**src/rtl/uart_byte_to_bcd.sv**
```systemverilog
// Byte-to-BCD converter: accepts one byte via valid/ready and produces three decimal digits
// after eight shift-add-3 iterations, with optional leading-zero blanking (code 4'hF).
module uart_byte_to_bcd #(
    parameter bit BLANK_LEADING = 1'b1
) (
    input  logic       clk,
    input  logic       rstn,
    input  logic       in_valid,
    input  logic [7:0] in_data,
    output logic       in_ready,
    output logic       out_valid,
    output logic [3:0] digit_hundreds,
    output logic [3:0] digit_tens,
    output logic [3:0] digit_ones
);

    localparam logic [3:0] BlankCode = 4'hF;
    // Reset display is "  0" with blanking, "000" without.
    localparam logic [3:0] RstUpper  = BLANK_LEADING ? BlankCode : 4'h0;

    typedef enum logic [0:0] {
        StIdle,
        StShift
    } state_e;

    state_e      state_q, state_d;
    logic [2:0]  cnt_q, cnt_d;
    logic [19:0] work_q, work_d;
    logic        out_valid_q, out_valid_d;
    logic [3:0]  hund_q, hund_d;
    logic [3:0]  tens_q, tens_d;
    logic [3:0]  ones_q, ones_d;

    logic [11:0] bcd_corr;
    logic [19:0] work_shifted;
    logic [3:0]  new_hund;
    logic [3:0]  new_tens;
    logic [3:0]  new_ones;

    // Add-3 correction on every nibble >= 5, then shift the whole register left.
    always_comb begin
        bcd_corr = work_q[19:8];
        for (int i = 0; i < 3; i++) begin
            if (work_q[8+4*i +: 4] >= 4'd5) begin
                bcd_corr[4*i +: 4] = work_q[8+4*i +: 4] + 4'd3;
            end
        end
        work_shifted = {bcd_corr[10:0], work_q[7:0], 1'b0};
    end

    always_comb begin
        new_hund = work_shifted[19:16];
        new_tens = work_shifted[15:12];
        new_ones = work_shifted[11:8];
        if (BLANK_LEADING && (work_shifted[19:16] == 4'd0)) begin
            new_hund = BlankCode;
            if (work_shifted[15:12] == 4'd0) begin
                new_tens = BlankCode;
            end
        end
    end

    always_comb begin
        state_d     = state_q;
        cnt_d       = cnt_q;
        work_d      = work_q;
        out_valid_d = 1'b0;
        hund_d      = hund_q;
        tens_d      = tens_q;
        ones_d      = ones_q;
        unique case (state_q)
            StIdle: begin
                if (in_valid) begin
                    work_d  = {12'h000, in_data};
                    cnt_d   = 3'd0;
                    state_d = StShift;
                end
            end
            StShift: begin
                work_d = work_shifted;
                cnt_d  = cnt_q + 3'd1;
                if (cnt_q == 3'd7) begin
                    hund_d      = new_hund;
                    tens_d      = new_tens;
                    ones_d      = new_ones;
                    out_valid_d = 1'b1;
                    state_d     = StIdle;
                end
            end
            default: state_d = StIdle;
        endcase
    end

    always_ff @(posedge clk) begin
        if (!rstn) begin
            state_q     <= StIdle;
            cnt_q       <= 3'd0;
            work_q      <= 20'h00000;
            out_valid_q <= 1'b0;
            hund_q      <= RstUpper;
            tens_q      <= RstUpper;
            ones_q      <= 4'h0;
        end else begin
            state_q     <= state_d;
            cnt_q       <= cnt_d;
            work_q      <= work_d;
            out_valid_q <= out_valid_d;
            hund_q      <= hund_d;
            tens_q      <= tens_d;
            ones_q      <= ones_d;
        end
    end

    assign in_ready       = (state_q == StIdle);
    assign out_valid      = out_valid_q;
    assign digit_hundreds = hund_q;
    assign digit_tens     = tens_q;
    assign digit_ones     = ones_q;

endmodule

```
**config.mk**
```make
export PLATFORM = sky130hd
export DESIGN_NAME = uart_byte_to_bcd
export DESIGN_NICKNAME = d
export VERILOG_FILES = /design/src/rtl/uart_byte_to_bcd.sv
export SDC_FILE = /design/constraint.sdc
export NUM_CORES = 1
export LEC_CHECK = 0
export CAP_MARGIN = 5
export CORE_ASPECT_RATIO = 0.8
export CORE_MARGIN = 3
export CORE_UTILIZATION = 28
export CTS_CLUSTER_SIZE = 24
export DETAILED_ROUTE_END_ITERATION = 8
export GPL_TIMING_DRIVEN = 0
export PLACE_DENSITY = 0.6
export SYNTH_ARGS = -nofsm -noshare
export SYNTH_HDL_FRONTEND = slang
export SYNTH_SLANG_ARGS = --single-unit
```
**constraint.sdc**
```tcl
create_clock -name clk -period 1.56 [get_ports clk]
set_input_delay 0.312 -clock clk [delete_from_list [all_inputs] [get_ports clk]]
set_output_delay 0.312 -clock clk [all_outputs]
set_load 0.05 [all_outputs]
```
Word level (Yosys, flattened, before mapping):

Index checks and enable logic that the tools add are counted.

* flip-flop bits (word level): 37
* input port bits: 11
* output and inout port bits: 14
* logic and storage cells: 35

* add/sub/neg operators: 4
* $lt $le $gt $ge: 3
* eq/ne operators: 2
* multiplexer cells: 14
* bitwise gates (word level): 1
* reduce and logical (&&, ||, !) cells: 4

Operator list (number)
* 20-bit case mux with 2 select lines: 1
* 20-bit two-way mux: 1
* 4-bit two-way mux: 5
* 4-bit by 3-bit greater-or-equal comparator with 1-bit output (second input constant): 3
* 4-bit by 2-bit adder with 4-bit output (second input constant): 2
* 4-bit logical NOT: 2
* 3-bit two-way mux: 2
* 3-bit case mux with 2 select lines: 1
* 2-bit AND reduction: 2
* 3-bit by 1-bit adder with 3-bit output (second input constant): 1
* 3-bit by 2-bit adder with 3-bit output (second input constant): 1
* 3-bit == test (second input constant): 1
* 1-bit two-way mux: 3
* 2-bit inequality test (second input constant): 1
* 1-bit case mux with 2 select lines: 1
* 1-bit NOT: 1

Depth between registers and ports, before layout:

Gate-level depths: netlist (run 1).

* word-level depth: 5
* depth in mapped cells: 8
* depth with buffers taken out: 7

Least setup slack after synthesis (run 1):

No wires, ideal clock.

* kind: register -> register
* start point: reg work_q[17]
* end point: reg tens_q[2] (netlist: digit_tens[2])
* library setup time: 0.087 ns
* arrival time: 1.589 ns
* data required time: 1.473 ns
* slack: -0.116 ns
* cell stages (with the launch flop): 8
* buffers on the path: 0
* period minus slack after synthesis: 1.676 ns
* cell sequence: dfxtp_1 > inv_1 > ha_1 > nand2b_1 > a21oi_2 > mux2i_1 > nand3_2 > o31ai_1

* word-level cells in the longest chain between the ends: 4
* elaborated cells between the ends (all ways): 5
* classes of those cells: add/sub: 1; order compare: 1; mux: 2; reduce/logical: 1

RTL lines
* start: declaration: line 28 `logic [19:0] work_q, work_d;`
* start signal: assignment: line 106 `work_q <= work_d;`
* 4-bit by 3-bit greater-or-equal comparator with 1-bit output / 3-bit by 2-bit adder with 3-bit output (equally long branches): line 44, 45
* 3-bit two-way mux (*): line 44 `if (work_q[8+4*i +: 4] >= 4'd5) begin`
* 4-bit logical NOT (*): line 55 `if (BLANK_LEADING && (work_shifted[19:16] == 4'd0)) begin`
* 4-bit two-way mux (*): line 55
* end signal: assignment: line 101 `tens_q <= RstUpper;`
* end signal: assignment: line 109 `tens_q <= tens_d;`
* end: declaration: line 31 `logic [3:0] tens_q, tens_d;`

Mark *: on every way between the ends. The rest lies on a longest branch, timed or not.
A chain may end at the register's enable or synchronous reset.

Worst setup path after layout (run 1):

* start point: reg work_q[17]
* end point: reg tens_q[0] (netlist: digit_tens[0])

Same word-level chain as after synthesis.

==> impl_metrics.csv, run 1 <==
group,metric,value,unit
status,outcome,"finished with violations",
status,violations,"negative setup slack",
yosys,postSynthCellCount,205,
clock_network,cts_tree,"done",
timing,setup_violations,10,
power_and_ir_drop,p_leak,1.076,nW
clock_network,clockRootBuffer,"sky130_fd_sc_hd__clkbuf_8",
cells_and_area,finalNetCount,268,
cells_and_area,antenna-diode-count,0,
cells_and_area,n_fill_cell,597,
global_routing,congestion_overflow_gr,0,
floorplanning,core_region_area,6193,um^2
global_routing,wire_length_of_the_first_global_routing_pass,7327,um
drt,drt_wl_total,4503,um
drt,dr.first_iter.drc_count,66,
place,portBuffers,23,
drt,pre_antenna_drt_iters,4,
timing,layout_worst_path_cycle_share,108.5,%
clock_network,cts_hold_buf,0,
cells_and_area,areaGrowthSynthToFinish,43.00,%
critical_path,timing.critical_path.fanout_max,4,
global_routing,first_global_vias,1473,
cells_and_area,most_used_cells_in_the_layout_excluding_fill_and_tap_cells,"sky130_fd_sc_hd__dfxtp_1, sky130_fd_sc_hd__nand2_1, sky130_fd_sc_hd__nor2_1, sky130_fd_sc_hd__dlygate4sd2_1, sky130_fd_sc_hd__buf_4",
yosys,synth_warnings,0,
clock_network,clockBufferDepth,2,
cells_and_area,final_area,2671,um^2
clock_network,clkLatencyLatePin,0.29,ns
place,routabilityCongestion,0.7631,
critical_path,crit_path_end_kind,"register",
drt,mean_routed_wirelength_per_cell,13.60,um
yosys,netlist_top_cells_area,"sky130_fd_sc_hd__dfxtp_1, sky130_fd_sc_hd__mux2i_1, sky130_fd_sc_hd__ha_1",
yosys,synthesis.nets,224,
timing,max-slew-margin-rel,65.75,%
job,max-cap-violations,0,
clock_network,cts-buffers-inserted,5,
timing,count_of_final_hold_check_violations,0,
cells_and_area,share_of_final_layout_standard_cells_stronger_than_drive_strength_1,30.00,%
critical_path,timing.critical_path.arrival,1.91,ns
power_and_ir_drop,p_per_area,804.2,nW/um^2
clock_network,clk_pin_slew_worst_paths,0.08,ns
floorplanning,die_h,79.06,um
place,place.detailed.hpwl,3101,um
yosys,mappedNetlistArea,1868,um^2
floorplanning,floorplan.io_pins,25,
floorplanning,die_w,97.32,um
drt,avgViaCountPerCell,4.852,
clock_network,clock_tree.htree_level_count,2,
drt,via_count,1606,
timing,worstMarginPinSlew,0.5138,ns
yosys,synth_seq_cells,37,
min_path,hold_path_class,"primary input to register",
critical_path,timing.setup.critical_path_class,"register to register",
floorplanning,fp.dieArea,7694,um^2
timing,final_critical_path_setup_slack,-0.1326,ns
global_routing,grt_antenna_before_repair,0,
yosys,netlist.area_leader.share,39.65,%
clock_network,cts.sinks,37,
timing,max_clock_freq,0.5908,GHz
critical_path,cp_data_required_time,1.77,ns
drt,drc,0,
timing,report.final.slew_viol_count,0,
floorplanning,floorplan.initialDensity,30.16,%
timing,unrepaired_setup_endpoints_after_global_routing,"yes",
critical_path,worstSetupStartpointType,"register",
yosys,synth.avg_cell_area,9.112,um^2
place,pre_cts_ws,-0.6173,ns
cells_and_area,layout.cells.most_common,"sky130_fd_sc_hd__dfxtp_1",
drt,drt.antenna.violating_nets,0,
place,detailed_place.area,2235,um^2
yosys,synthDominantAreaCellType,"sky130_fd_sc_hd__dfxtp_1",
floorplanning,fp-row-count,25,
power_and_ir_drop,ir_drop,0.4606,mV
yosys,synth_cell_types,42,
timing,period_minus_slack,1.693,ns
yosys,proportion_of_synthesized_chip_area_in_sequential_cells,39.65,%
timing,setup_skew,0.006088,ns
global_routing,globalRouteTotalUtil,11.75,%
global_routing,largest_net_degree_at_the_start_of_global_routing,13,
## synth_stat cells, drive strengths merged
| cell | n |
|---|---|
| o31ai | 1 |
| o21ai | 6 |
| o211a | 7 |
| nor3 | 10 |
| xnor2 | 3 |
| a211oi | 2 |
| nand2b | 3 |
| a41oi | 1 |
| nor3b | 10 |
| nand4 | 1 |
| dfxtp | 37 |
| a21oi | 18 |
| a31o | 1 |
| inv | 8 |
| and2 | 2 |
| a31oi | 4 |
| clkbuf | 7 |
| nor2b | 9 |
| nand2 | 15 |
| ha | 8 |
| mux2i | 13 |
| a22o | 3 |
| o22ai | 1 |
| o21a | 4 |
| a21boi | 2 |
| mux2 | 2 |
| nor2 | 14 |
| buf | 5 |
| or3b | 1 |
| and3 | 1 |
| nand3 | 6 |
## where the power goes
| part | internal, mW | leakage, nW | switching [mW] |
|---|---|---|---|
| Clock | 0.635 | 0.0681 | 0.357 |
| Sequential | 0.965 | 0.304 | 0.0143 |
| Combinational | 0.0817 | 0.704 | 0.0949 |
## path summary, 6_finish.rpt
check	slack, ns	cells after the start	to	from
setup reg to reg	-0.13	8	digit_tens[0]	work_q[17]
hold reg to reg	0.47	2	digit_ones[3]	digit_ones[3]
hold / removal	0.43	2	work_q[11]	rstn
setup / recovery	-0.13	8	digit_tens[0]	work_q[17]
## per-layer routing
layer / wire [um] / part of all wire [%] / track usage (%)
met5: 0 / 0 / 0
met2: 1845 / 41 / 17.42
met1: 2366 / 53 / 16.43
met3: 253 / 5.6 / 3.951
met4: 38 / 0.84 / 2.905
## area by class of cell
class | count | area, um^2 | share of cell area, %
Sequential cell | 37 | 750.7 | 28.10
Timing Repair Buffer | 37 | 335.3 | 12.55
Tap cell | 81 | 101.3 | 3.794
Multi-Input combinational cell | 148 | 1236 | 46.28
Buffer | 12 | 73.82 | 2.763
Inverter | 8 | 40.04 | 1.499
Clock inverter | 3 | 65.06 | 2.436
Clock buffer | 5 | 68.82 | 2.576
## registers in the layout, indices dropped and copies added, names as in the netlist
signal / count
digit_tens: 4
state_q: 1
digit_ones: 4
work_q: 20
out_valid: 1
cnt_q: 3
digit_hundreds: 4
## cell families after synthesis
logic type	after synthesis	synth area share (%)
buf+inv	20	4.756
flops	37	39.65
xor+xnor	3	1.407
simple gates	72	20.96
fa+ha+maj	8	5.359
compound gates	50	19.49
mux	15	8.372
## stage by stage
step | std cells | utilization (%) | total power [mW] | setup TNS, ns | hold WS (ns)
detailed placement | 309 | 36.08 | 1.159 | -3.762 | 0.4660
floorplan | 205 | - | 1.101 | -0.01269 | 0.4637
CTS | 325 | 41.07 | 2.158 | -0.5946 | 0.4130
global placement | 309 | 36.08 | 1.157 | -3.581 | 0.4461
finish | 331 | 43.13 | 2.148 | -0.6337 | 0.4347
global route | 331 | 43.13 | 2.246 | -1.200 | 0.4592
## critical path, cell delays in order, from the launching register on
cell and delay (ns):
sky130_fd_sc_hd__dfxtp_2 0.34, sky130_fd_sc_hd__inv_4 0.05, sky130_fd_sc_hd__ha_4 0.15, sky130_fd_sc_hd__nand2b_4 0.14
sky130_fd_sc_hd__a21oi_4 0.18, sky130_fd_sc_hd__mux2i_4 0.38, sky130_fd_sc_hd__buf_6 0.14, sky130_fd_sc_hd__a41oi_2 0.08
sky130_fd_sc_hd__nor3_1 0.15
## what timing repair did
action | in CTS | in global routing
setup buffers | 8 | 6
resized for setup | 50 | 25
endpoints found under the setup margin | 27 | 20
pin swaps | 12 | 6
(Power assumes the default switching activity.)
==> inputs of run 2 (changes only) <==
- CORE_MARGIN: 3 -> 2
==> impl_metrics.csv, run 2 (synthesized netlist as in run 1, its figures left out) <==
group,metric,value,unit
cells_and_area,layout.cells.most_common,"sky130_fd_sc_hd__dfxtp_1",
cells_and_area,seqCellArea,750.7,um^2
drt,dr.first_iter.drc_count,52,
critical_path,timing.rr.start,"work_q[17]",
status,violations,"negative setup slack",
critical_path,setup.worst_path.start,"work_q[17]",
power_and_ir_drop,p_leak,1.059,nW
critical_path,worstSetupStartpointType,"register",
timing,max_clock_freq,0.6024,GHz
clock_network,cts_tree,"done",
global_routing,first_global_vias,1533,
floorplanning,die_h,77.06,um
critical_path,critical_path.slowest_cell,"sky130_fd_sc_hd__dfxtp_2",
timing,setup_violations,9,
critical_path,timing.critical_path.fanout_max,5,
clock_network,clk_pin_slew_worst_paths,0.08,ns
critical_path,timing.critical_path.arrival,1.88,ns
global_routing,globalRouteTotalUtil,12.89,%
critical_path,cp_data_required_time,1.78,ns
place,place.detailed.hpwl,3106,um
global_routing,congestion_overflow_gr,0,
cells_and_area,most_used_cells_in_the_layout_excluding_fill_and_tap_cells,"sky130_fd_sc_hd__dfxtp_1, sky130_fd_sc_hd__nand2_1, sky130_fd_sc_hd__nor2_1, sky130_fd_sc_hd__dlygate4sd2_1",
cells_and_area,areaGrowthSynthToFinish,39.92,%
critical_path,crit_path_max_incr_delay,0.34,ns
cells_and_area,largest_reg_flops,20,
clock_network,clockBufferDepth,2,
critical_path,worstRegToRegCells,7,
cells_and_area,share_of_final_layout_standard_cells_stronger_than_drive_strength_1,28.34,%
timing,worstMarginPinSlew,0.4978,ns
floorplanning,floorplan.io_pins,25,
cells_and_area,largest-register,"work_q",
floorplanning,core_region_area,6409,um^2
place,routabilityCongestion,0.7683,
clock_network,clock_tree.htree_level_count,2,
critical_path,critPathCapture,"digit_tens[2]",
critical_path,timing.setup.critical_path_class,"register to register",
timing,layout_worst_path_cycle_share,106.4,%
timing,report.final.slew_viol_count,0,
critical_path,crit_path_end_kind,"register",
timing,max-slew-margin-rel,66.81,%
cells_and_area,multiInputGateArea,1209,um^2
drt,mean_routed_wirelength_per_cell,13.51,um
cells_and_area,antenna-diode-count,0,
critical_path,timing.critical_path.cells,"inv_4, ha_4, nand2b_4, a21oi_4, mux2i_4, nand3_2, o31ai_1",
drt,drc,0,
drt,drt_wl_total,4471,um
drt,via_count,1608,
place,portBuffers,23,
min_path,hold_path_class,"primary input to register",
floorplanning,die_w,95.32,um
power_and_ir_drop,p_per_area,823.2,nW/um^2
timing,period_minus_slack,1.660,ns
job,max-cap-violations,0,
drt,pre_antenna_drt_iters,4,
cells_and_area,finalNetCount,265,
clock_network,clkLatencyLatePin,0.30,ns
place,pre_cts_ws,-0.6257,ns
floorplanning,fp.dieArea,7345,um^2
drt,drt.antenna.violating_nets,0,
cells_and_area,n_fill_cell,637,
timing,hold_slack,0.4180,ns
global_routing,largest_net_degree_at_the_start_of_global_routing,13,
clock_network,clockRootBuffer,"sky130_fd_sc_hd__clkbuf_8",
status,outcome,"finished with violations",
timing,unrepaired_setup_endpoints_after_global_routing,"yes",
clock_network,cts-buffers-inserted,5,
timing,setup_skew,0.009669,ns
floorplanning,fp-row-count,26,
floorplanning,floorplan.initialDensity,29.15,%
drt,avgViaCountPerCell,4.858,
power_and_ir_drop,ir_drop,0.3866,mV
critical_path,setup.reg_to_reg.worst_slack,-0.1,ns
critical_path,worst_r2r_endpoint,"digit_tens[2]",
timing,final_critical_path_setup_slack,-0.1000,ns
timing,count_of_final_hold_check_violations,0,
timing,tns,-0.4495,ns
global_routing,grt_antenna_before_repair,0,
global_routing,wire_length_of_the_first_global_routing_pass,7445,um
cells_and_area,final_core_utilization,40.78,%
min_path,min_delay_path_depth,2,
clock_network,cts.sinks,37,
## run 2: per-layer routing
metal | wire length (um) | part of all wire, % | vias to the layer above | track usage (%)
li1 | - | - | 806 | -
met1 | 2235 | 50 | 751 | 17.35
met2 | 1919 | 43 | 43 | 19.72
met3 | 264 | 5.9 | 8 | 3.831
met4 | 51 | 1.1 | 0 | 3.913
met5 | 0 | 0 | - | 0
## run 2: critical path: cells and delay by family (launching register included)
family	cells	cell delay (ns)
AOI/OAI and AO/OA	2	0.41
adders and majority gates	1	0.15
buffers and inverters	1	0.05
DFF	1	0.34
muxes	1	0.33
and+or+nand+nor	2	0.30
## run 2: area by class of cell
type / count / share of cell area [%]
multi-input cells: 148 / 46.24
inverters: 8 / 1.436
plain buffers: 12 / 2.776
well taps: 84 / 4.021
clock buffers: 5 / 2.633
clock inverters: 3 / 2.489
flip-flops and latches: 37 / 28.72
repair buffers: 34 / 11.68
## run 2: how the worst min path moves through the flow
stage	startpoint	to	slack, ns
floorplan	work_q[7]	digit_ones[0]	0.46
global placement	digit_ones[3]	digit_ones[3]	0.45
detailed placement	digit_ones[3]	digit_ones[3]	0.45
CTS	rstn	work_q[11]	0.42
global route	rstn	work_q[15]	0.44
finish	rstn	work_q[15]	0.42
## run 2: per-stage QoR
step,cells,cell area [um^2],total power [mW]
floorplan,205,1903,1.101
global placement,312,2238,1.156
detailed placement,312,2238,1.160
CTS,328,2520,2.169
global route,331,2614,2.233
finish,331,2614,2.152
## run 2: timing repair
item,4_1_cts,5_1_grt
endpoints found under the setup margin,27,19
pin swaps,12,5
gates cloned,0,0
buffers inserted,8,3
hold buffers,0,0
resized for setup,46,19
## run 2: report_power, final
group | switching, mW | internal, mW | total (mW)
logic | 0.0921 | 0.0812 | 0.173
registers | 0.0142 | 0.965 | 0.979
clock network | 0.364 | 0.635 | 1.00
total | 0.470 | 1.68 | 2.15
